$ cat src/rtl/uart_byte_receiver.sv
// rtl/uart_byte_receiver.sv - 8N1 UART byte receiver with framing-error and idle-line detection
module uart_byte_receiver (
    input  logic       clock,
    input  logic       reset,
    input  logic       fpga_rxd,
    input  logic [9:0] cpd,
    input  logic [9:0] timer_cap,
    output logic [7:0] data_out,
    output logic       data_valid,
    output logic       framing_error,
    output logic       rx_busy,
    output logic       line_idle
);

    typedef enum logic [2:0] {
        IDLE  = 3'd0,
        START = 3'd1,
        DATA  = 3'd2,
        STOP  = 3'd3,
        BREAK = 3'd4
    } state_t;

    state_t     state;
    state_t     state_nxt;
    logic       rxd_m;
    logic       rxd_s;
    logic [9:0] cpd_l;
    logic [9:0] half_l;
    logic [9:0] bit_cnt;
    logic [9:0] idle_cnt;
    logic [2:0] bit_idx;
    logic [7:0] shift_reg;
    logic       half_done;
    logic       bit_done;
    logic       latch_cpd;
    logic       clr_cnt;
    logic       sample_bit;
    logic       load_byte;
    logic       flag_frame;

    assign half_l    = {1'b0, cpd_l[9:1]};
    assign half_done = (bit_cnt == half_l - 10'd1);
    assign bit_done  = (bit_cnt == cpd_l - 10'd1);

    always_comb begin
        state_nxt  = state;
        latch_cpd  = 1'b0;
        clr_cnt    = 1'b0;
        sample_bit = 1'b0;
        load_byte  = 1'b0;
        flag_frame = 1'b0;
        case (state)
            IDLE: begin
                if (!rxd_s) begin
                    state_nxt = START;
                    latch_cpd = 1'b1;
                    clr_cnt   = 1'b1;
                end
            end
            START: begin
                // Mid-start-bit check rejects glitches shorter than half a bit.
                if (half_done) begin
                    clr_cnt   = 1'b1;
                    state_nxt = rxd_s ? IDLE : DATA;
                end
            end
            DATA: begin
                if (bit_done) begin
                    clr_cnt    = 1'b1;
                    sample_bit = 1'b1;
                    if (bit_idx == 3'd7) begin
                        state_nxt = STOP;
                    end
                end
            end
            STOP: begin
                if (bit_done) begin
                    clr_cnt = 1'b1;
                    if (rxd_s) begin
                        load_byte = 1'b1;
                        state_nxt = IDLE;
                    end else begin
                        flag_frame = 1'b1;
                        state_nxt  = BREAK;
                    end
                end
            end
            BREAK: begin
                if (rxd_s) begin
                    state_nxt = IDLE;
                end
            end
            default: state_nxt = IDLE;
        endcase
    end

    always_ff @(posedge clock) begin
        if (reset) begin
            rxd_m         <= 1'b1;
            rxd_s         <= 1'b1;
            state         <= IDLE;
            cpd_l         <= 10'd4;
            bit_cnt       <= 10'd0;
            bit_idx       <= 3'd0;
            shift_reg     <= 8'h00;
            idle_cnt      <= 10'd0;
            data_out      <= 8'h00;
            data_valid    <= 1'b0;
            framing_error <= 1'b0;
        end else begin
            rxd_m         <= fpga_rxd;
            rxd_s         <= rxd_m;
            state         <= state_nxt;
            data_valid    <= load_byte;
            framing_error <= flag_frame;

            if (latch_cpd) begin
                cpd_l   <= (cpd < 10'd4) ? 10'd4 : cpd;
                bit_idx <= 3'd0;
            end else if (sample_bit) begin
                bit_idx <= bit_idx + 3'd1;
            end

            if (clr_cnt) begin
                bit_cnt <= 10'd0;
            end else if (state == START || state == DATA || state == STOP) begin
                bit_cnt <= bit_cnt + 10'd1;
            end

            if (sample_bit) begin
                shift_reg <= {rxd_s, shift_reg[7:1]};
            end

            if (load_byte) begin
                data_out <= shift_reg;
            end

            // Idle timer saturates at the cap, re-clamping if the cap is lowered.
            if (latch_cpd) begin
                idle_cnt <= 10'd0;
            end else if (state == IDLE) begin
                if (idle_cnt > timer_cap) begin
                    idle_cnt <= timer_cap;
                end else if (rxd_s && idle_cnt < timer_cap) begin
                    idle_cnt <= idle_cnt + 10'd1;
                end
            end
        end
    end

    assign rx_busy   = (state != IDLE);
    assign line_idle = (state == IDLE) && (timer_cap != 10'd0) && (idle_cnt == timer_cap);

endmodule

$ cat config.mk
export PLATFORM = sky130hd
export DESIGN_NAME = uart_byte_receiver
export DESIGN_NICKNAME = d
export VERILOG_FILES = /design/src/rtl/uart_byte_receiver.sv
export SDC_FILE = /design/constraint.sdc
export NUM_CORES = 1
export LEC_CHECK = 0
export ABC_AREA = 1
export CORE_AREA = 2 2 99 101
export DETAILED_ROUTE_END_ITERATION = 8
export DIE_AREA = 0 0 101 103
export PLACE_DENSITY = 0.57
export SLEW_MARGIN = 20
export SYNTH_ARGS = -nofsm -noshare
export SYNTH_HDL_FRONTEND = slang
export SYNTH_SLANG_ARGS = --single-unit
$ cat constraint.sdc
create_clock -name clock -period 2.3 [get_ports clock]
set_input_delay 0.23 -clock clock [delete_from_list [all_inputs] [get_ports clock]]
set_output_delay 0.23 -clock clock [all_outputs]
set_load 0.01 [all_outputs]
After elaboration in Yosys (flattened, before gate mapping)

Index checks and enable logic that the tools add are counted.

Add/sub/neg operators: 5
Magnitude comparators: 3
Eq/ne operators: 14
Muxes and demuxes: 21
Bitwise operators: 2
Reductions and logical operators: 15

Operators by type and width:

| kind                                                         | count |
|---|---|
| == test 10 bit                                               | 3 |
| two-way mux 10 bit                                           | 3 |
| two-way mux 3 bit                                            | 7 |
| adder 10 x 1 -> 10 bit (second input constant)               | 2 |
| one-hot mux 3 bit (5 select lines)                           | 1 |
| != test 2 bit (second input constant)                        | 6 |
| > comparator 10 bit                                          | 1 |
| less-than comparator 10 bit                                  | 1 |
| less-than comparator 10 x 3 -> 1 bit (second input constant) | 1 |
| nonzero test 10 bit                                          | 1 |
| subtractor 10 x 1 -> 10 bit (second input constant)          | 1 |
| subtractor 9 x 1 -> 10 bit (second input constant)           | 1 |
| two-way mux 1 bit                                            | 8 |
| == test 3 x 2 -> 1 bit (second input constant)               | 2 |
| == test 3 bit (second input constant)                        | 2 |
| AND reduction 6 bit                                          | 1 |
| OR reduction 2 bit                                           | 3 |
| adder 3 x 1 -> 3 bit (second input constant)                 | 1 |
| == test 3 x 1 -> 1 bit (second input constant)               | 1 |
| logical AND 1 bit                                            | 3 |
| zero test 3 bit                                              | 1 |
| one-hot mux 1 bit (3 select lines)                           | 1 |
| nonzero test 3 bit                                           | 1 |
| OR reduction 3 bit                                           | 1 |
| 5 further kinds                                              | 7 |

Flip-flop bits (word level): 56
Input port bits: 23
Logic and storage cells: 71

Depth between registers and ports, before layout

Depth after elaboration: 5
Depth in mapped cells: 16
Gate-level depth less buffers: 16

Worst setup path after synthesis

Ideal clock, no wire load.

Kind: reg-to-reg
Start: register cpd_l[1]
End: register data_out[7]
Setup time: 0.145 ns
Data arrival time: 1.792 ns
Path slack: 0.363 ns
Stages on the path, launching flop included: 15
Period minus slack after synthesis: 1.937 ns
Cell sequence: dfxtp_1 -> inv_1 -> ha_1 -> nand2_1 -> inv_1 -> nand2_1 -> nand2_1 -> nand3_1 -> nor2_1 -> nand3_1 -> nor2_4 -> nand2_2 -> buf_6 -> nor2_1 -> a211oi_2

Longest elaborated chain between the ends: 4

RTL lines:

| what                        | line | RTL |
|---|---|---|
| from (decl)                 | 27   | `logic [9:0] cpd_l;` |
| from (signal assigned)      | 118  | `cpd_l <= (cpd < 10'd4) ? 10'd4 : cpd;` |
| subtractor 10 x 1 -> 10 bit | 43   | `assign bit_done = (bit_cnt == cpd_l - 10'd1);` |
| == test 10 bit              | 43   |  |
| two-way mux 1 bit           | 77   | `if (bit_done) begin` |
| two-way mux 1 bit           | 52   | `case (state)` |
| to (signal assigned)        | 135  | `data_out <= shift_reg;` |
| to (decl)                   | 8    | `output logic [7:0] data_out,` |

Every way passes these cells.
A chain may end at the register's enable or synchronous reset.

Worst setup path after layout

Start: input port timer_cap[9]
End: output port line_idle

Longest elaborated chain between the ends: 3
Elaborated cells on any way between the ends: 4
Classes of those cells: eq/ne (1); reduce/logical (3)

RTL lines:

| what                | line | RTL |
|---|---|---|
| from (decl)         | 7    | `input logic [9:0] timer_cap,` |
| nonzero test 10 bit | 152  | `assign line_idle = (state == IDLE) && (timer_cap != 10'd0) && (idle_cnt == timer_cap);` |
| logical AND 1 bit   | 152  |  |
| logical AND 1 bit * | 152  |  |
| to (decl)           | 12   | `output logic line_idle` |

Every way passes the cells marked *; elsewhere a longest branch is shown, timed or not.

==> flow_summary.toml <==
[setup_path]
r2r_start = "cpd_l[1]"
cp_cell_sequence = "clkdlybuf4s50_1 -> inv_1 -> ha_1 -> nand2_1 -> inv_1 -> nand3_1 -> inv_1 -> nand4_1 -> nor3_1 -> dlygate4sd2_1"
timing.rr.end = "shift_reg[1]"
slowest_delay_ns = 0.45
critPathArrivalTime_ns = 1.91
r2r_cells = 14
r2r_setup_slack_ns = 0.18
cpMostUsedCell = "inv_1"
path_buf_inv = 5
cp_max_fo = 2
start_kind = "input pin"
worst_setup_path_end_kind = "primary output"
crit_required_ns = 2.07
path_class = "in2out"
crit_path_top_delay_cell = "clkdlybuf4s50_1"
cpLargestDelayFamily = "buffers and inverters"

[hold_path]
holdPathStages = 1
hp-start = "rxd_m"
min_to = "rxd_s"
hold_class = "reg2reg"

[final_layout]
final_nets = 634
drive_above_1_share_pct = 14.1
largest_registers = "bit_cnt (10), cpd_l (10), idle_cnt (10)"
fillers = 989
diodes = 0
fin_cells = 710
final_area_um2 = 4390
area_delta_synth_final_pct = 20.9

[timing]
slew_headroom_pct = 62.0
slew_violations = 0
fin_tns_setup_ns = 0
period_share_pct = 93.2
rsz0062_at_grt = "true"
tightest_slew_ns = 0.568
fmax_mhz = 467
layout_min_cycle_time_ns = 2.14
final-setup-viol-count = 0
clock_skew_ns = 0.00760
hold_viol = 0

[power]
intPower_mw = 1.80
powerDensity_nw_per_um2 = 679
switching_share_pct = 39.7
seqPwrFrac_pct = 39.5
p_leak_nw = 1.98
power_mw = 2.98
ir_drop_mv = 0.328
clockPowerShare_pct = 19.5
switchingPower_mw = 1.18
combPwrFrac_pct = 41.0

[clocking]
clockRootBuffer = "clkbuf_8"
cts_tree = "built"
cts_buffers = 5
postCtsSetupBuffers = 0
insertion_delay_ns = 0.32
clk_pin_slew_ns = 0.11
htreeDepth = 2
clockBufferDepth = 2
clock_sinks = 56

[run]
maxCapViolations = 0

[synth]
ys.flop_type = "dfxtp_1"
synth_area_per_cell_um2 = 6.77
async_flop_share_pct = 0
synth.yosys.seq_area_share_pct = 30.9
synth-edff-count = 0
syn-num-nets = 576
netlist_instances = 537
synth_cell_type_count = 34
netlist_area_um2 = 3630
synth_seq_cells = 56
synth_warnings = 0

[place]
numPortBuffers = 34
dp_hpwl_um = 6620
dp_cells = 702
place_congestion = 0.917
placed_area_um2 = 4280

[grt]
grt_pass1_wl_um = 14000
overflow = 0
gr-usage-all-layers_pct = 16.6
grt_pass1_vias = 3008
grt_max_degree = 21
grt_antenna_before_repair = 0

[route]
route.antenna.remaining_nets = 0
drt-pass1-iter-count = 5
drc = 0
first_iter_violations = 167
wirelength_um = 8370
vias_per_cell = 4.80
vias = 3410
wl_per_cell_um = 11.8

[die]
die_h_um = 103
io_pins = 35
die_x_um = 101
core_area_um2 = 9460
rows = 36
die_area_um2 = 10400
initial_core_util_pct = 38.4

[outcome]
status = "complete, no violations"
==> cell usage in the layout (no fill, tap or decap), types with 14 or more instances in the layout <==
master           count
ha_1                15
o21ai_0             36
dfxtp_1             56
a211oi_2            17
nor2_1              82
nand3_1             32
a21oi_1             14
clkdlybuf4s50_1     33
xor2_1              22
buf_4               27
nand2_1            106
inv_1               75
==> cell families (layout without fill, tap and decap cells) <==
kind of cell	Yosys count	in the layout	share of synthesized area, %
buffers and inverters	96	155	10.3
AND/OR/NAND/NOR	268	268	32.8
adder cells (fa/ha/maj)	16	16	5.51
XOR/XNOR	29	29	6.99
flip-flops	56	56	30.9
AO/OA/AOI/OAI	72	72	13.5
==> power by group through the flow <==
stage                     combinational (mW)  sequential (mW)  clock [mW]
after floorplan                        0.827             1.17           0
after global placement                  1.18             1.20           0
after detailed placement                1.21             1.20           0
after CTS                               1.21             1.18       0.610
after global routing                    1.42             1.20       0.643
final                                   1.22             1.18       0.582
==> repair_timing <==
action / 4_1_cts / 5_1_grt
setup endpoints to repair: 1 / 22
hold buffers: 0 / 0
pin swaps: 0 / 2
gates resized for setup: 1 / 6
==> worst max-delay path by stage <==
stage	cells past startpoint	startpoint	slack, ns	to
6_report	10	timer_cap[9]	0.16	line_idle
5_1_grt	15	cpd_l[1]	-0.0006	shift_reg[2]
4_1_cts	14	cpd_l[1]	0.09	shift_reg[1]
3_5_place_dp	8	timer_cap[2]	-0.14	line_idle
3_3_place_gp	8	timer_cap[5]	-0.12	line_idle
2_1_floorplan	14	cpd_l[1]	0.36	data_out[7]
==> synthesized netlist by cell type (5+ instances only) <==
master	instances	area share, %
nand2_1	106	11
nor2_4	5	1.5
ha_1	16	5.5
nand2_2	6	1.0
nor2_1	85	8.8
inv_1	76	7.9
a211oi_2	16	5.5
nand3_1	32	4.4
nand4_1	11	1.9
dfxtp_1	56	31
a21oi_1	14	1.9
xnor2_1	7	1.7
o21ai_0	36	5.0
xor2_1	22	5.3
nor3_1	8	1.1
clkbuf_1	5	0.52
inv_2	8	0.83
==> final cells by class <==
type                            instances  area [µm²]  area share, %
Clock buffer                            5        68.8           1.57
Clock inverter                          3        26.3          0.598
Inverter                               85         319           7.26
Multi-Input combinational cell        385        2150           49.0
Sequential cell                        56        1120           25.5
Tap cell                              114         143           3.25
Timing Repair Buffer                   62         562           12.8
==> per-layer routing <==
| layer | vias up | routed length [µm] | share of wire, % | GRT usage (%) |
|---|---|---|---|---|
| met2 | 74 | 3560 | 42 | 25.3 |
| met5 | - | 0 | 0 | 0 |
| met3 | 10 | 377 | 4.5 | 2.24 |
| met4 | 0 | 114 | 1.4 | 4.78 |
| met1 | 1502 | 4320 | 52 | 24.6 |
| li1 | 1824 | - | - | - |
==> per-stage QoR <==
step	utilization, %	setup WS [ns]	hold WS, ns
floorplan	-	0.363	0.334
global placement	45.3	-0.121	0.407
detailed placement	45.3	-0.144	0.409
CTS	46.3	0.0851	0.435
global route	46.4	-0.000642	0.455
finish	46.4	0.156	0.426
(Power assumes the default switching activity.)
